### config.mk
export PLATFORM = sky130hd
export DESIGN_NAME = shifter_rr_arbiter
export DESIGN_NICKNAME = d
export VERILOG_FILES = /design/src/rtl/shifter_pkg.sv /design/src/rtl/shifter_rr_arbiter_barrel_shifter.sv /design/src/rtl/shifter_rr_arbiter.sv
export SDC_FILE = /design/constraint.sdc
export NUM_CORES = 1
export LEC_CHECK = 0
export CORE_MARGIN = 1
export CORE_UTILIZATION = 34
export DETAILED_ROUTE_END_ITERATION = 6
export PLACE_DENSITY = 0.72
export SYNTH_ARGS = -nofsm -noshare
export SYNTH_HDL_FRONTEND = slang
export SYNTH_SLANG_ARGS = --single-unit
### constraint.sdc
create_clock -name clk -period 3.5 [get_ports clk]
set_clock_uncertainty 0.2 [all_clocks]
set_input_delay 0.35 -clock clk [delete_from_list [all_inputs] [get_ports clk]]
set_output_delay 0.35 -clock clk [all_outputs]
set_load 0.02 [all_outputs]
### src/rtl/shifter_pkg.sv
// Purpose: shared constants and FSM state type for the shifter round-robin arbiter.
// Latency: n/a (declarations only).
// Backpressure: n/a.
package shifter_pkg;

    localparam int DATA_W   = 8;   // operand/result width, fixed by the shifter datapath
    localparam int SHIFT_W  = 3;   // rotate amount width, fixed by the shifter datapath
    localparam int NREQ_DEF = 4;   // default number of requesters

    // EMPTY: no result held; FULL: result register holds a valid result.
    typedef enum logic {
        EMPTY = 1'b0,
        FULL  = 1'b1
    } state_e;

endpackage

### src/rtl/shifter_rr_arbiter_barrel_shifter.sv
// Purpose: 8-bit mux-based rotate-left by 0..7 (log-depth, one mux stage per shift bit).
// Latency: purely combinational.
// Backpressure: none; no state.
// Ports:
//   datain  - operand to rotate
//   shift   - rotate-left amount
//   dataout - datain rotated left by shift
module BarrelShifter
    import shifter_pkg::*;
(
    input  logic [DATA_W-1:0]  datain,
    input  logic [SHIFT_W-1:0] shift,
    output logic [DATA_W-1:0]  dataout
);

    logic [DATA_W-1:0] stage1;
    logic [DATA_W-1:0] stage2;

    // Stages rotate by 1, 2 and 4 respectively.
    assign stage1  = shift[0] ? {datain[DATA_W-2:0], datain[DATA_W-1]}   : datain;
    assign stage2  = shift[1] ? {stage1[DATA_W-3:0], stage1[DATA_W-1 -: 2]} : stage1;
    assign dataout = shift[2] ? {stage2[DATA_W-5:0], stage2[DATA_W-1 -: 4]} : stage2;

endmodule

### src/rtl/shifter_rr_arbiter.sv
// Purpose: round-robin sharing of one barrel shifter among NREQ valid/ready requesters.
// Latency: result is registered; visible the cycle after the request is accepted.
// Backpressure: out_ready low with a held result blocks all req_ready; drain+accept in one cycle.
// Ports:
//   clk, rst_n            - clock; synchronous active-low reset
//   req_valid/req_ready   - per-requester handshake (req_ready one-hot or zero)
//   req_data/req_shift    - packed per-requester operand and rotate amount
//   out_valid/out_ready   - result handshake
//   out_data/out_id       - rotated operand and index of the requester that produced it
//   busy                  - result stage occupied (equals out_valid)
module shifter_rr_arbiter #(
    parameter int NREQ    = shifter_pkg::NREQ_DEF,
    parameter int DATA_W  = shifter_pkg::DATA_W,
    parameter int SHIFT_W = shifter_pkg::SHIFT_W,
    parameter int ID_W    = $clog2(NREQ)
) (
    input  logic                    clk,
    input  logic                    rst_n,
    input  logic [NREQ-1:0]         req_valid,
    output logic [NREQ-1:0]         req_ready,
    input  logic [NREQ*DATA_W-1:0]  req_data,
    input  logic [NREQ*SHIFT_W-1:0] req_shift,
    output logic                    out_valid,
    input  logic                    out_ready,
    output logic [DATA_W-1:0]       out_data,
    output logic [ID_W-1:0]         out_id,
    output logic                    busy
);

    import shifter_pkg::*;

    // One extra bit so rr_ptr + offset never overflows before the modulo fold.
    localparam int            PW     = ID_W + 1;
    localparam logic [PW-1:0] NREQ_P = PW'(NREQ);

    state_e             state_q;
    logic [ID_W-1:0]    rr_ptr_q;
    logic [ID_W-1:0]    rr_ptr_d;
    logic [DATA_W-1:0]  out_data_q;
    logic [ID_W-1:0]    out_id_q;

    logic               grant_vld;
    logic [ID_W-1:0]    grant_idx;
    logic               can_accept;
    logic               accept;
    logic [DATA_W-1:0]  sel_data;
    logic [SHIFT_W-1:0] sel_shift;
    logic [DATA_W-1:0]  shifted;

    // Priority search starting at rr_ptr, wrapping modulo NREQ; first valid wins.
    always_comb begin
        logic [PW-1:0] idx;
        idx       = '0;
        grant_vld = 1'b0;
        grant_idx = '0;
        for (int k = 0; k < NREQ; k++) begin
            idx = {1'b0, rr_ptr_q} + PW'(k);
            if (idx >= NREQ_P) begin
                idx = idx - NREQ_P;
            end
            if (!grant_vld && req_valid[idx[ID_W-1:0]]) begin
                grant_vld = 1'b1;
                grant_idx = idx[ID_W-1:0];
            end
        end
    end

    assign can_accept = (state_q == EMPTY) || out_ready;
    // Reset gates acceptance combinationally so no requester sees a handshake while held in reset.
    assign accept     = rst_n && grant_vld && can_accept;

    always_comb begin
        req_ready = '0;
        if (accept) begin
            req_ready[grant_idx] = 1'b1;
        end
    end

    assign rr_ptr_d = (grant_idx == ID_W'(NREQ - 1)) ? '0 : grant_idx + ID_W'(1);

    assign sel_data  = req_data[grant_idx * DATA_W +: DATA_W];
    assign sel_shift = req_shift[grant_idx * SHIFT_W +: SHIFT_W];

    BarrelShifter u_shifter (
        .datain  (sel_data),
        .shift   (sel_shift),
        .dataout (shifted)
    );

    always_ff @(posedge clk) begin
        if (!rst_n) begin
            state_q    <= EMPTY;
            rr_ptr_q   <= '0;
            out_data_q <= '0;
            out_id_q   <= '0;
        end else if (accept) begin
            // Covers both EMPTY->FULL and the back-to-back drain+accept case.
            state_q    <= FULL;
            rr_ptr_q   <= rr_ptr_d;
            out_data_q <= shifted;
            out_id_q   <= grant_idx;
        end else if (state_q == FULL && out_ready) begin
            state_q    <= EMPTY;
        end
    end

    assign out_valid = (state_q == FULL);
    assign busy      = out_valid;
    assign out_data  = out_data_q;
    assign out_id    = out_id_q;

endmodule
* After elaboration in Yosys (flattened, before gate mapping)
Cells that the tools add are included.
** Cells by class
- Add/subtract/negate cells :: 8
- Multiply operators :: 1
- $lt $le $gt $ge :: 10
- Equal/unequal tests :: 1
- Shift operators :: 2
- Muxes and demuxes :: 29
- Bitwise logic cells :: 1
- Reductions and logical operators :: 12
** Operators with widths (count)
- 32-bit by 6-bit variable part select with 8-bit output :: 1
- 8-bit 2-to-1 mux :: 3
- 2-bit 2-to-1 mux :: 9
- 2-bit by 3-bit < comparator with 1-bit output (second input constant) :: 5
- 12-bit by 5-bit variable part select with 3-bit output :: 1
- 1-bit 2-to-1 mux :: 11
- 3-bit greater-or-equal comparator (second input constant) :: 3
- 1-bit binary-select mux with 2-bit select :: 4
- 2-bit by 1-bit subtractor with 2-bit output (second input constant) :: 4
- 1-bit logical AND :: 7
- 2-bit by 2-bit adder with 3-bit output (second input constant) :: 2
- 2-bit by 2-bit multiplier with 4-bit output (second input constant) :: 1
- 4-bit 2-to-1 mux :: 1
- 2-bit by 1-bit adder with 3-bit output (second input constant) :: 1
- 2-bit by 3-bit greater-or-equal comparator with 1-bit output (second input constant) :: 1
- 1-bit logical NOT :: 3
- 2-bit by 1-bit adder with 2-bit output (second input constant) :: 1
- 1-bit demux with 2-bit select :: 1
- 2-bit == test (second input constant) :: 1
- 2-bit by 1-bit greater-or-equal comparator with 1-bit output (second input constant) :: 1
- 2-bit nonzero test :: 1
- 1-bit logical OR :: 1
- 1-bit NOT :: 1
** Word-level totals
- Register bits :: 13
- Input bits :: 51
- Output and inout port bits :: 16
- Logic and storage cells :: 68

* Depth between registers and ports, before layout
- Word-level depth :: 19
- Mapped depth :: 10
- Depth with buffers taken out :: 9

* Modules after synthesis
From an unflattened synthesis, not the netlist that was laid out.
** Unflattened totals
- Cells, all modules :: 130
- Area, all modules :: 1306.3 um2
** Modules (own cells, without submodules)
- shifter_rr_arbiter :: instances 1, cells each 111, area an instance 979.7 um2, sequential area each 260.2 um2
- BarrelShifter :: instances 1, cells each 19, area an instance 326.6 um2, sequential area each 0.0 um2

* Least setup slack after synthesis
OpenSTA, ideal clock, no wires.
- Kind :: register to register
- Start :: register rr_ptr_q[1]
- End :: register out_data_q[0] (netlist: out_data[0])
- Library setup time :: 132 ps
- Arrival :: 1895 ps
- Data required time :: 3168 ps
- Slack :: 1273 ps
- Cell stages (with the launch flop) :: 11
- Buffers on the path :: 1
- Clock period less this slack :: 2227 ps
- Cells stage by stage :: dfxtp_1 mux2i_1 nor2_1 nor3_4 inv_2 and3_1 buf_6 o211ai_2 nand2_1 o2111ai_1 a21oi_1
** On the way
- Word-level cells in the longest chain between the ends :: 19
- Elaborated cells between the ends (all ways) :: 45
- Those cells by class :: add/sub (7); mul (1); order compare (4); shift (2); mux (23); reduce/logical (8)
** Ends and longest elaborated chain
- start: declaration :: line shifter_rr_arbiter.sv:37 : logic [ID_W-1:0] rr_ptr_q;
- start signal: assignment :: line shifter_rr_arbiter.sv:99 : rr_ptr_q <= rr_ptr_d;
- branches (longest 19 deep; another with 2-bit by 1-bit adder with 3-bit output)
- end signal: assignment :: line shifter_rr_arbiter.sv:100 : out_data_q <= shifted;
- end: declaration :: line shifter_rr_arbiter.sv:39 : logic [DATA_W-1:0] out_data_q;
Parallel ways; which one is timed is not known. The select of a mux whose other input is x is not followed.
A chain may end at the register's enable or synchronous reset.

* Final worst setup path
- Start :: input port req_valid[2]
- End :: output port req_ready[3]
** On the way
- Word-level cells in the longest chain between the ends :: 17
- Elaborated cells between the ends (all ways) :: 30
- Those cells by class :: order compare (2); mux (19); reduce/logical (9)
** Ends and longest elaborated chain
- start: declaration :: line shifter_rr_arbiter.sv:19 : input logic [NREQ-1:0] req_valid,
- 1-bit binary-select mux with 2-bit select :: line shifter_rr_arbiter.sv:61 : if (!grant_vld && req_valid[idx[ID_W-1:0]]) begin
- 1-bit 2-to-1 mux (implied by the code) :: line shifter_rr_arbiter.sv:61
- 1-bit 2-to-1 mux :: line shifter_rr_arbiter.sv:61
- 1-bit logical NOT :: line shifter_rr_arbiter.sv:61
- 1-bit logical AND :: line shifter_rr_arbiter.sv:61
- 1-bit 2-to-1 mux :: line shifter_rr_arbiter.sv:61
- 1-bit logical NOT :: line shifter_rr_arbiter.sv:61
- 1-bit logical AND :: line shifter_rr_arbiter.sv:61
- (+2 left out)
- 1-bit logical AND :: line shifter_rr_arbiter.sv:61
- 2-bit 2-to-1 mux * :: line shifter_rr_arbiter.sv:61
- via grant_idx[1] :: line shifter_rr_arbiter.sv:43 : logic [ID_W-1:0] grant_idx;
- 2-bit by 3-bit < comparator with 1-bit output (implied by the code) / 2-bit by 1-bit greater-or-equal comparator with 1-bit output (equally long branches) :: line shifter_rr_arbiter.sv:75 : req_ready[grant_idx] = 1'b1;
- 1-bit logical AND (implied by the code) :: line shifter_rr_arbiter.sv:75
- 1-bit 2-to-1 mux (implied by the code) :: line shifter_rr_arbiter.sv:75
- 1-bit demux with 2-bit select * :: line shifter_rr_arbiter.sv:75
- 4-bit 2-to-1 mux * :: line shifter_rr_arbiter.sv:74 : if (accept) begin
- end: declaration :: line shifter_rr_arbiter.sv:20 : output logic [NREQ-1:0] req_ready,
The timed path passes the listed nets; every way through them passes the cells marked *. The select of a mux whose other input is x is not followed.

==> impl_results.md <==
- Count of buffers added by post-CTS timing repair for setup: 0
- Leak: 0.834 nW
- Buffer depth of the longest clock path: 2
- Power density over cell area: 443 nW/µm²
- Maximum level of the CTS H-tree: 1
- Mapped Avg Cell Area: 7.24 µm²
- Die width: 69.5 µm
- Clock transition at the register clock pins on the worst setup and hold paths after CTS: 0.05 ns
- PortBufs: 66
- Number of fill cells: 437
- Slew Limit Headroom: 61.8%
- Total track usage: 19.7%
- Sink Count: 13
- Number of enable flip-flop cells after synthesis: 0
- Area of the core: 4350 µm²
- Final count of hold timing violations: 0
- Final count of negative-setup-slack endpoints: 0
- Top cell by count, worst path: clkdlybuf4s50_1
- Fraction of layout instances using a drive strength above 1: 12.8%
- 1st-pass router iterations: 4
- Initial antenna violation count: 0
- Predominant post-synthesis flop cell: dfxtp_1
- Largest net degree at the start of global routing: 25
- Vias: 1884
- Final period util: 88.0%
- Final weighted congestion in routability-driven placement: 0.886
- Starting utilization of the core area: 35.6%
- Maximum fanout encountered on the critical timing path: 6
- Site row count: 24
- Classification of the worst-slack hold path: register to register
- Total overflow reported by the global router: 0
- Min Hold Slack: 0.273 ns
- RSZ-0062 raised after global routing: no
- CP required: 2.95 ns
- Run status: finished clean
- Residual DRC count: 0
- Critical path startpoint category: primary input
- Setup Crit Path Kind: primary input to output pin
- Remaining number of nets flagged by the antenna check after routing: 0
- Wire length of the first global-routing pass: 7980 µm
- Longest individual stage delay on the worst path: 0.53 ns
- Diode count: 0
- Cells after synthesis: 214
- Placed cells: 322
- Warnings from Yosys: 0
- FF+latch count, synth: 13
- Detailed placement HPWL: 3650 µm
- CTS Root Cell: clkbuf_8
- Data arrival time of the worst path: 2.53 ns
- Synth-to-layout area growth: 46.6%
- Via count of the first global-routing pass: 1859
- Final nets: 330
- Max stage delay cell, worst path: clkdlybuf4s50_1
- Post-Synthesis Cell Area: 1550 µm²
- Boundary pin count: 67
- Post-route setup TNS: 0 ns
- Setup WS post-layout: 0.421 ns
- Post-DR vias/cell: 5.78
- Worst supply voltage drop on vdd: 0.000320 V
- Number of max-slew violations in the final report: 0
- Routed len/inst: 14.4 µm
- Final cell count without fillers: 326
- Number of hold buffers added after CTS: 0
- Reported max-cap violation count: 0
- CP cell instances: clkdlybuf4s50_1 > nor2b_1 > a221o_1 > nand2_2 > inv_1 > ha_1 > and2_1 > clkdlybuf4s50_1
- Post-synthesis cell type count: 39
- Net count after synthesis: 269
- TritonCTS clock tree: done
- Sequential element share of the synthesized area: 16.8%
- Crit path capture type: output pin
- Worst slack after detailed placement: 0.403 ns
- Number of buffers created by CTS: 3
- Initial detailed-routing violation count: 115
- Final Routed Wirelength: 4680 µm
- Clock period minus final worst setup slack: 3.08 ns
- Transition time of the tightest slew-check pin: 0.572 ns
- Clock Latency Late Sink: 0.24 ns
- Highest attainable clock frequency: 325 MHz
- CTS resizes: 0
- Post-synth ARST share: 0%
- Die height: 69.5 µm
- Full die area: 4830 µm²
[metal layers]
metal	wire [µm]	part of all wire, %	global-route usage, %	up-vias
met1	1980	42	22.3	872
li1	-	-	-	943
met5	0	0	0	-
met4	46	0.98	4.76	0
met2	2360	51	36.6	63
met3	290	6.2	4.80	6
[metrics by stage]
step | total power (W) | utilization [%] | area (µm²)
4_1_cts | 0.00101 | 52.2 | 2270
5_1_grt | 0.00109 | 52.2 | 2270
3_5_place_dp | 0.000870 | 51.1 | 2230
2_1_floorplan | 0.000676 | - | 1550
3_3_place_gp | 0.000864 | 51.1 | 2230
6_report | 0.00101 | 52.2 | 2270
[synthesized netlist by cell type, drive strengths merged, types with 2 or more instances]
cell type | number | area (µm²)
nand2 | 17 | 66.3
buf | 10 | 70.1
inv | 3 | 11.3
dfxtp | 13 | 260
and2 | 4 | 25.0
nand4 | 8 | 50.1
o211ai | 8 | 100
nor4 | 2 | 27.5
o2111ai | 8 | 70.1
clkbuf | 6 | 23.8
a211oi | 3 | 52.6
nor2b | 2 | 12.5
nand3 | 64 | 340
and3 | 6 | 47.5
nand2b | 2 | 12.5
o21ai | 32 | 164
ha | 4 | 50.1
a21oi | 10 | 50.1
nor2 | 3 | 11.3
[final timing paths]
path / slack [ns] / to / cells after the start / from
hold / removal: 0.27 / out_id[0]$_SDFFE_PN0P_ / 2 / out_id[0]$_SDFFE_PN0P_
hold reg to reg: 0.27 / out_id[0]$_SDFFE_PN0P_ / 2 / out_id[0]$_SDFFE_PN0P_
setup / recovery: 0.42 / req_ready[3] / 8 / req_valid[2]
setup reg to reg: 0.86 / out_data[5]$_SDFFE_PN0P_ / 9 / rr_ptr_q[1]$_SDFFE_PN0P_
[layout by cell type, fill, tap and decap left out, types with 2 or more instances in the layout]
cell and instances:
clkdlybuf4s50_1 66, nand3_1 60, o21ai_0 28, nand2_1 16, dfxtp_1 13, a21oi_1 10
nand4_1 8, o211ai_2 8, o2111ai_1 8, buf_4 6, and2_1 4, nand3_2 4
and3_1 4, ha_1 4, nor2_1 3, o21ai_1 3, clkbuf_8 3, nand2b_1 2
inv_1 2, nor2b_1 2, and3_4 2, a211oi_4 2
[kinds of logic (layout without fill, tap and decap cells)]
| group | after synthesis | in the layout | synth area share (%) |
|---|---|---|---|
| AO/OA/AOI/OAI | 68 | 68 | 33.2 |
| adder cells (fa/ha/maj) | 4 | 4 | 3.23 |
| buffers and inverters | 19 | 79 | 6.78 |
| flip-flops | 13 | 13 | 16.8 |
| multiplexers | 1 | 1 | 0.646 |
| AND/OR/NAND/NOR | 109 | 109 | 39.3 |
[area by class of cell]
class | count | area (µm²) | area share (%)
Timing Repair Buffer | 72 | 706 | 31.1
Sequential cell | 13 | 260 | 11.5
Multi-Input combinational cell | 182 | 1180 | 52.1
Inverter | 3 | 11.3 | 0.496
Tap cell | 52 | 65.1 | 2.87
Clock buffer | 4 | 45.0 | 1.98
[registers in the layout, indices dropped and copies added (netlist names)]
| register | cells |
|---|---|
| out_id | 2 |
| rr_ptr_q | 2 |
| busy | 1 |
| out_data | 8 |
[report_power, final]
part	leakage, nW	internal, W	total, W	switching [W]
Sequential	0.108	0.000172	0.000186	0.0000148
Clock	0.0228	0.0000803	0.000132	0.0000517
Combinational	0.704	0.000284	0.000688	0.000404
Total	0.834	0.000536	0.00101	0.000470
[critical path, delay by kind of cell]
kind | cells | cell delay, ns
buffers and inverters | 3 | 1.13
and+or+nand+nor | 3 | 0.50
AOI/OAI and AO/OA | 1 | 0.35
adders and majority gates | 1 | 0.20
No activity file was read; power rests on OpenSTA's default activity.
